### config.mk
export PLATFORM = sky130hd
export DESIGN_NAME = sseg_scan_hex
export DESIGN_NICKNAME = d
export VERILOG_FILES = /design/src/rtl/sseg_scan_hex.sv
export SDC_FILE = /design/constraint.sdc
export NUM_CORES = 1
export LEC_CHECK = 0
export ABC_AREA = 0
export CAP_MARGIN = 30
export CORE_ASPECT_RATIO = 1.5
export CORE_MARGIN = 2
export CORE_UTILIZATION = 56
export DETAILED_ROUTE_END_ITERATION = 12
export PLACE_DENSITY_LB_ADDON = 0.1
export SLEW_MARGIN = 0
export SYNTH_ARGS = -nofsm -noshare
export SYNTH_HDL_FRONTEND = slang
export SYNTH_SLANG_ARGS = --single-unit
export TNS_END_PERCENT = 1
### constraint.sdc
create_clock -name i_clk -period 2.7 [get_ports i_clk]
set_clock_uncertainty 0.05 [all_clocks]
set_input_delay 0.405 -clock i_clk [delete_from_list [all_inputs] [get_ports i_clk]]
set_output_delay 0.405 -clock i_clk [all_outputs]
set_load 0.05 [all_outputs]
### src/rtl/sseg_scan_hex.sv
// ============================================================================
// Module   : sseg_scan_hex
// Brief    : Time-multiplexed N-digit hex seven-segment driver. Captures a
//            packed hex word into a pending buffer, moves it to the display
//            buffer only at a frame boundary, and scans one digit per slot
//            with a dead time between slots to suppress ghosting.
//            Optional leading-zero blanking is enabled by defining the
//            macro SSEG_LZB_EN.
// Revision : 1.0 - initial release
// ============================================================================
`default_nettype none

module sseg_scan_hex #(
  parameter int N_DIGITS = 4,
  parameter int SCAN_DIV = 50000,
  parameter int DEAD_CYC = 2
) (
  input  logic                  i_clk,
  input  logic                  i_rst_n,
  input  logic [4*N_DIGITS-1:0] i_hex,
  input  logic [N_DIGITS-1:0]   i_dp,
  input  logic [N_DIGITS-1:0]   i_digit_en,
  input  logic                  i_load,
  output logic [N_DIGITS-1:0]   o_an_n,
  output logic [7:0]            o_sseg_n,
  output logic                  o_frame_tick,
  output logic                  o_pending
);

  localparam int CNT_W = $clog2(SCAN_DIV);
  localparam int IDX_W = (N_DIGITS > 1) ? $clog2(N_DIGITS) : 1;
  localparam logic [CNT_W-1:0] C_CNT_MAX = CNT_W'(SCAN_DIV - 1);
  localparam logic [IDX_W-1:0] C_IDX_MAX = IDX_W'(N_DIGITS - 1);
  localparam logic [31:0]      C_DEAD    = 32'(DEAD_CYC);

  // Hex nibble to active-low a..g pattern (bit6 = a, bit0 = g).
  function automatic logic [6:0] seg_decode(input logic [3:0] h);
    logic [6:0] s;
    case (h)
      4'h0: s = 7'b0000001;
      4'h1: s = 7'b1001111;
      4'h2: s = 7'b0010010;
      4'h3: s = 7'b0000110;
      4'h4: s = 7'b1001100;
      4'h5: s = 7'b0100100;
      4'h6: s = 7'b0100000;
      4'h7: s = 7'b0001111;
      4'h8: s = 7'b0000000;
      4'h9: s = 7'b0000100;
      4'hA: s = 7'b0001000;
      4'hB: s = 7'b1100000;
      4'hC: s = 7'b0110001;
      4'hD: s = 7'b1000010;
      4'hE: s = 7'b0110000;
      default: s = 7'b0111000;
    endcase
    return s;
  endfunction

  logic [CNT_W-1:0]      slot_q, slot_d;
  logic [IDX_W-1:0]      idx_q, idx_d;
  logic [4*N_DIGITS-1:0] pend_hex_q, pend_hex_d;
  logic [N_DIGITS-1:0]   pend_dp_q, pend_dp_d;
  logic [N_DIGITS-1:0]   pend_en_q, pend_en_d;
  logic                  pend_vld_q, pend_vld_d;
  logic [4*N_DIGITS-1:0] disp_hex_q, disp_hex_d;
  logic [N_DIGITS-1:0]   disp_dp_q, disp_dp_d;
  logic [N_DIGITS-1:0]   disp_en_q, disp_en_d;
  logic [N_DIGITS-1:0]   an_q, an_d;
  logic [7:0]            sseg_q, sseg_d;

  logic                  slot_wrap;
  logic                  frame_end;
  logic                  dead;
  logic [3:0]            hex_sel;
  logic [N_DIGITS-1:0]   lz_blank;

  assign slot_wrap = (slot_q == C_CNT_MAX);
  assign frame_end = slot_wrap && (idx_q == C_IDX_MAX);
  assign dead      = ({{(32-CNT_W){1'b0}}, slot_q} < C_DEAD);

`ifdef SSEG_LZB_EN
  // Blank digit k>0 while it and every enabled digit above it read as a bare zero.
  always_comb begin : g_lzb
    logic lz_run;
    lz_run   = 1'b1;
    lz_blank = '0;
    for (int k = N_DIGITS - 1; k >= 1; k--) begin
      if (disp_en_q[k] && ((disp_hex_q[4*k +: 4] != 4'h0) || disp_dp_q[k])) begin
        lz_run = 1'b0;
      end
      lz_blank[k] = lz_run;
    end
  end
`else
  assign lz_blank = '0;
`endif

  // Slot counter and digit index advance; the index steps once per slot wrap.
  always_comb begin
    slot_d = slot_wrap ? '0 : slot_q + CNT_W'(1);
    idx_d  = idx_q;
    if (slot_wrap) begin
      idx_d = (idx_q == C_IDX_MAX) ? '0 : idx_q + IDX_W'(1);
    end
  end

  // Pending capture and frame-aligned transfer; a load in the transfer cycle
  // bypasses the pending buffer so the newest data lands on the display.
  always_comb begin
    pend_hex_d = pend_hex_q;
    pend_dp_d  = pend_dp_q;
    pend_en_d  = pend_en_q;
    pend_vld_d = pend_vld_q;
    disp_hex_d = disp_hex_q;
    disp_dp_d  = disp_dp_q;
    disp_en_d  = disp_en_q;
    if (i_load) begin
      pend_hex_d = i_hex;
      pend_dp_d  = i_dp;
      pend_en_d  = i_digit_en;
      pend_vld_d = 1'b1;
    end
    if (frame_end) begin
      pend_vld_d = 1'b0;
      if (i_load) begin
        disp_hex_d = i_hex;
        disp_dp_d  = i_dp;
        disp_en_d  = i_digit_en;
      end else if (pend_vld_q) begin
        disp_hex_d = pend_hex_q;
        disp_dp_d  = pend_dp_q;
        disp_en_d  = pend_en_q;
      end
    end
  end

  // Next anode/segment pattern for the current slot; dark during dead time.
  always_comb begin
    hex_sel = disp_hex_q[{idx_q, 2'b00} +: 4];
    an_d    = '1;
    sseg_d  = 8'hFF;
    if (!dead && disp_en_q[idx_q] && !lz_blank[idx_q]) begin
      an_d[idx_q] = 1'b0;
      sseg_d      = {seg_decode(hex_sel), ~disp_dp_q[idx_q]};
    end
  end

  // State registers with asynchronous clear.
  always_ff @(posedge i_clk or negedge i_rst_n) begin
    if (!i_rst_n) begin
      slot_q     <= '0;
      idx_q      <= '0;
      pend_hex_q <= '0;
      pend_dp_q  <= '0;
      pend_en_q  <= '0;
      pend_vld_q <= 1'b0;
      disp_hex_q <= '0;
      disp_dp_q  <= '0;
      disp_en_q  <= '0;
      an_q       <= '1;
      sseg_q     <= 8'hFF;
    end else begin
      slot_q     <= slot_d;
      idx_q      <= idx_d;
      pend_hex_q <= pend_hex_d;
      pend_dp_q  <= pend_dp_d;
      pend_en_q  <= pend_en_d;
      pend_vld_q <= pend_vld_d;
      disp_hex_q <= disp_hex_d;
      disp_dp_q  <= disp_dp_d;
      disp_en_q  <= disp_en_d;
      an_q       <= an_d;
      sseg_q     <= sseg_d;
    end
  end

  assign o_an_n       = an_q;
  assign o_sseg_n     = sseg_q;
  assign o_frame_tick = frame_end;
  assign o_pending    = pend_vld_q;

endmodule

`default_nettype wire

==> summary.log <==
[worst_setup_path] slack of the worst reg-to-reg path 0.41 ns
[hold_path] Hold WC Path Type in -> async
[worst_setup_path] startpoint type of the worst setup path flop
[global_routing] number of global-route vias before repair 2182
[cells_and_area] relative area change from synthesis to final layout 18.77%
[sta] final-layout setup total negative slack 0 ns
[synth] synthesized flop and latch total 79
[worst_setup_path] Worst Path Max Fanout 4
[clock_tree] TritonCTS Buffers 9
[synth] area share of the largest cell type after synthesis 0.4622
[worst_setup_path] RR Endpoint disp_hex_q[13]
[synth] post-synthesis cell area 3627 sq um
[clock_tree] CTS tree done
[worst_setup_path] type of element capturing the critical path output port
[synth] sequential-to-total area share from yosys stat 0.5492
[detailed_routing] TritonRoute pass-1 iters 4
[synth] EDFF count, synth 0
[global_routing] largest net degree at the start of global routing 80
[die] number of cell rows 35
[global_routing] initial antenna violation count 0
[place] setup slack after placement 0.4120 ns
[sta] Fmax 0.3982 GHz
[clock_tree] H-Tree Depth 3
[die] Die Width 69.71 um
[detailed_routing] via count normalized by instance count 5.475
[worst_setup_path] capture point of the critical path o_frame_tick
[clock_tree] Clk Latency, worst-skew pair 0.36 ns
[sta] count of endpoints failing setup in the final report 0
[cells_and_area] fraction of final layout cells with drive strength greater than 1 0.2906
[sta] final setup slack of the worst path 0.1887 ns
[sta] min Tclk post-route 2.511 ns
[detailed_routing] Iteration-0 DRC Markers 107
[detailed_routing] detailed-route wire length per cell 15.16 um
[cells_and_area] Antenna Cells 0
[worst_setup_path] launch instance of the worst register-to-register path slot_q[11]
[cells_and_area] post-layout net count 353
[synth] distinct cell type count after synthesis 41
[synth] Gate Count Post-Synth 268
[synth] count of synthesis-stage warnings from yosys 0
[die] effective utilization at floorplan 0.5833
[cells_and_area] most common cell after layout, fill and taps aside sky130_fd_sc_hd__dfrtp_1
[outcome] result of the run complete, no violations
[sta] number of hold violations in the final report 0
[clock_tree] Root Buffer sky130_fd_sc_hd__clkbuf_8
[synth] syn avg cell area 13.53 sq um
[global_routing] global-route wire length before repair 10280 um
[sta] transition time at the pin with the least slew margin 0.6070 ns
[pwr] reported leakage power 0.002004 uW
[worst_setup_path] Crit path required time 2.25 ns
[detailed_routing] wire length after detailed routing 5975 um
[worst_setup_path] class of the most critical setup path reg -> out
[sta] worst-case headroom to the max-slew limit 0.5916
[detailed_routing] number of remaining DRC errors 0
[worst_setup_path] Critical Path AT 2.06 ns
[cells_and_area] most used cells in the layout excluding fill and tap cells sky130_fd_sc_hd__dfrtp_1 (67), sky130_fd_sc_hd__clkdlybuf4s50_1 (38), sky130_fd_sc_hd__mux2_2 (30), sky130_fd_sc_hd__mux2_4 (20), sky130_fd_sc_hd__nand2_1 (18)
[pwr] power density over the cells 499.9 nW/um^2
[pwr] overall power consumption 2154 uW
[die] Boundary Pins 41
[clock_tree] Setup Buffers After CTS 0
[die] overall die height 102.6 um
[sta] max-slew violation count 0
[clock_tree] clock-pin slew on the worst setup and hold paths 0.09 ns
[global_routing] gr ovfl total 0
[pwr] maximum resistive drop on vdd 0.4088 mV
[synth] most area-hungry cell type in the Yosys netlist sky130_fd_sc_hd__dfrtp_1
[synth] Async S/R FF share, synth 1.000
[place] routability cong. 0.7906
[global_routing] GRT Total Usage 0.1859
[synth] number of nets produced by synthesis 306
[run] Max-cap violations 0
[worst_setup_path] Worst Setup SP slot_q[11]
[die] Core Box Area 6218 sq um
[sta] setup repair after global routing missed its margin no
[synth] dominant register cell in the synthesized netlist sky130_fd_sc_hd__dfrtp_1
[place] number of buffers inserted by port buffering 40
[clock_tree] Max clock buf depth 2
[place] post-DP HPWL 4141 um
[die] Die Outline Area 7150 sq um
[detailed_routing] residual antenna-violating net count after detailed routing 0
[worst_setup_path] number of cell instances on the worst register-to-register path 5
[synth] cell types with the largest area share after synthesis sky130_fd_sc_hd__dfrtp_1 (46%), sky130_fd_sc_hd__mux2_2 (9.3%), sky130_fd_sc_hd__dfstp_2 (8.7%), sky130_fd_sc_hd__mux2_4 (8.3%), sky130_fd_sc_hd__ha_1 (3.8%)
[detailed_routing] vias after detailed routing 2157
[clock_tree] number of sinks on the clock net 79
[sta] final clock period utilization by the worst path 0.9301
routing by layer:
layer  GRT usage  wire length (um)
met1      0.2421              2679
met5           0                 0
met4     0.09024               125
met2      0.3040              2969
met3     0.03617               201
cells in the mapped netlist, drive strengths merged (3+ instances only):
cell    count
nand2      18
and3        5
mux2       50
nor2       14
clkbuf      5
xnor2       5
nor3        5
nand3       8
mux2i       6
inv        10
buf         5
dfstp      12
nor4        6
xor2       10
mux4        5
dfrtp      67
o21ai       4
ha         11
o311ai      3
power breakdown:
part           internal [uW]  switching (uW)
registers               1220            8.36
clock network            343             459
logic                   71.9            53.5
total                   1630             521
cell type report:
class,count,area (sq um)
sequential,79,1992
fill,451,1911
multi-input combinational,169,1544
timing repair buffer,46,462.9
clock buffer,9,123.9
tap,74,92.59
clock inverter,7,55.05
inverter,10,37.54
registers in the layout (all words and copies together) (netlist names):
signal	cells
disp_hex_q	16
pend_hex_q	16
slot_q	16
o_sseg_n	8
disp_dp_q	4
disp_en_q	4
o_an_n	4
pend_dp_q	4
pend_en_q	4
idx_q	2
o_pending	1
kinds of logic (layout without fill, tap and decap cells):
logic type | Yosys count | after routing | share of synthesized area
DFF | 79 | 79 | 0.5492
and+or+nand+nor | 65 | 65 | 0.09521
muxes | 61 | 61 | 0.2235
buffers and inverters | 20 | 72 | 0.02518
AOI/OAI and AO/OA | 17 | 17 | 0.03278
xor gates and xnor gates | 15 | 15 | 0.03622
adders and majority gates | 11 | 11 | 0.03794
metrics by stage:
stage | util | area [sq um] | instances | hold WS (ns)
floorplan | - | 3627 | 268 | 0.05941
global placement | 0.6579 | 4091 | 376 | 0.3950
detailed placement | 0.6579 | 4091 | 376 | 0.4033
CTS | 0.6867 | 4270 | 392 | 0.1798
global route | 0.6928 | 4308 | 394 | 0.3347
finish | 0.6928 | 4308 | 394 | 0.3357
worst max-delay path: stages, from the launching register on:
cell and delay (ns):
sky130_fd_sc_hd__dfrtp_1 0.43, sky130_fd_sc_hd__nor4_1 0.27, sky130_fd_sc_hd__nand2_1 0.19, sky130_fd_sc_hd__nor4_1 0.35, sky130_fd_sc_hd__and3_1 0.25, sky130_fd_sc_hd__buf_4 0.21
what timing repair did:
action,in CTS,in global routing
resized for setup,0,0
endpoints found under the setup margin,0,0
endpoints found under the hold margin,0,4
hold buffers,0,1
worst min-delay path by stage:
stage | to | slack (ns) | depth (start not counted)
2_1_floorplan | disp_dp_q[0] | 0.06 | 0
3_3_place_gp | slot_q[0] | 0.39 | 1
6_report | slot_q[10] | 0.34 | 2
3_5_place_dp | slot_q[0] | 0.40 | 1
4_1_cts | slot_q[12] | 0.18 | 1
5_1_grt | slot_q[12] | 0.33 | 2
No activity file was read; power rests on OpenSTA's default activity.
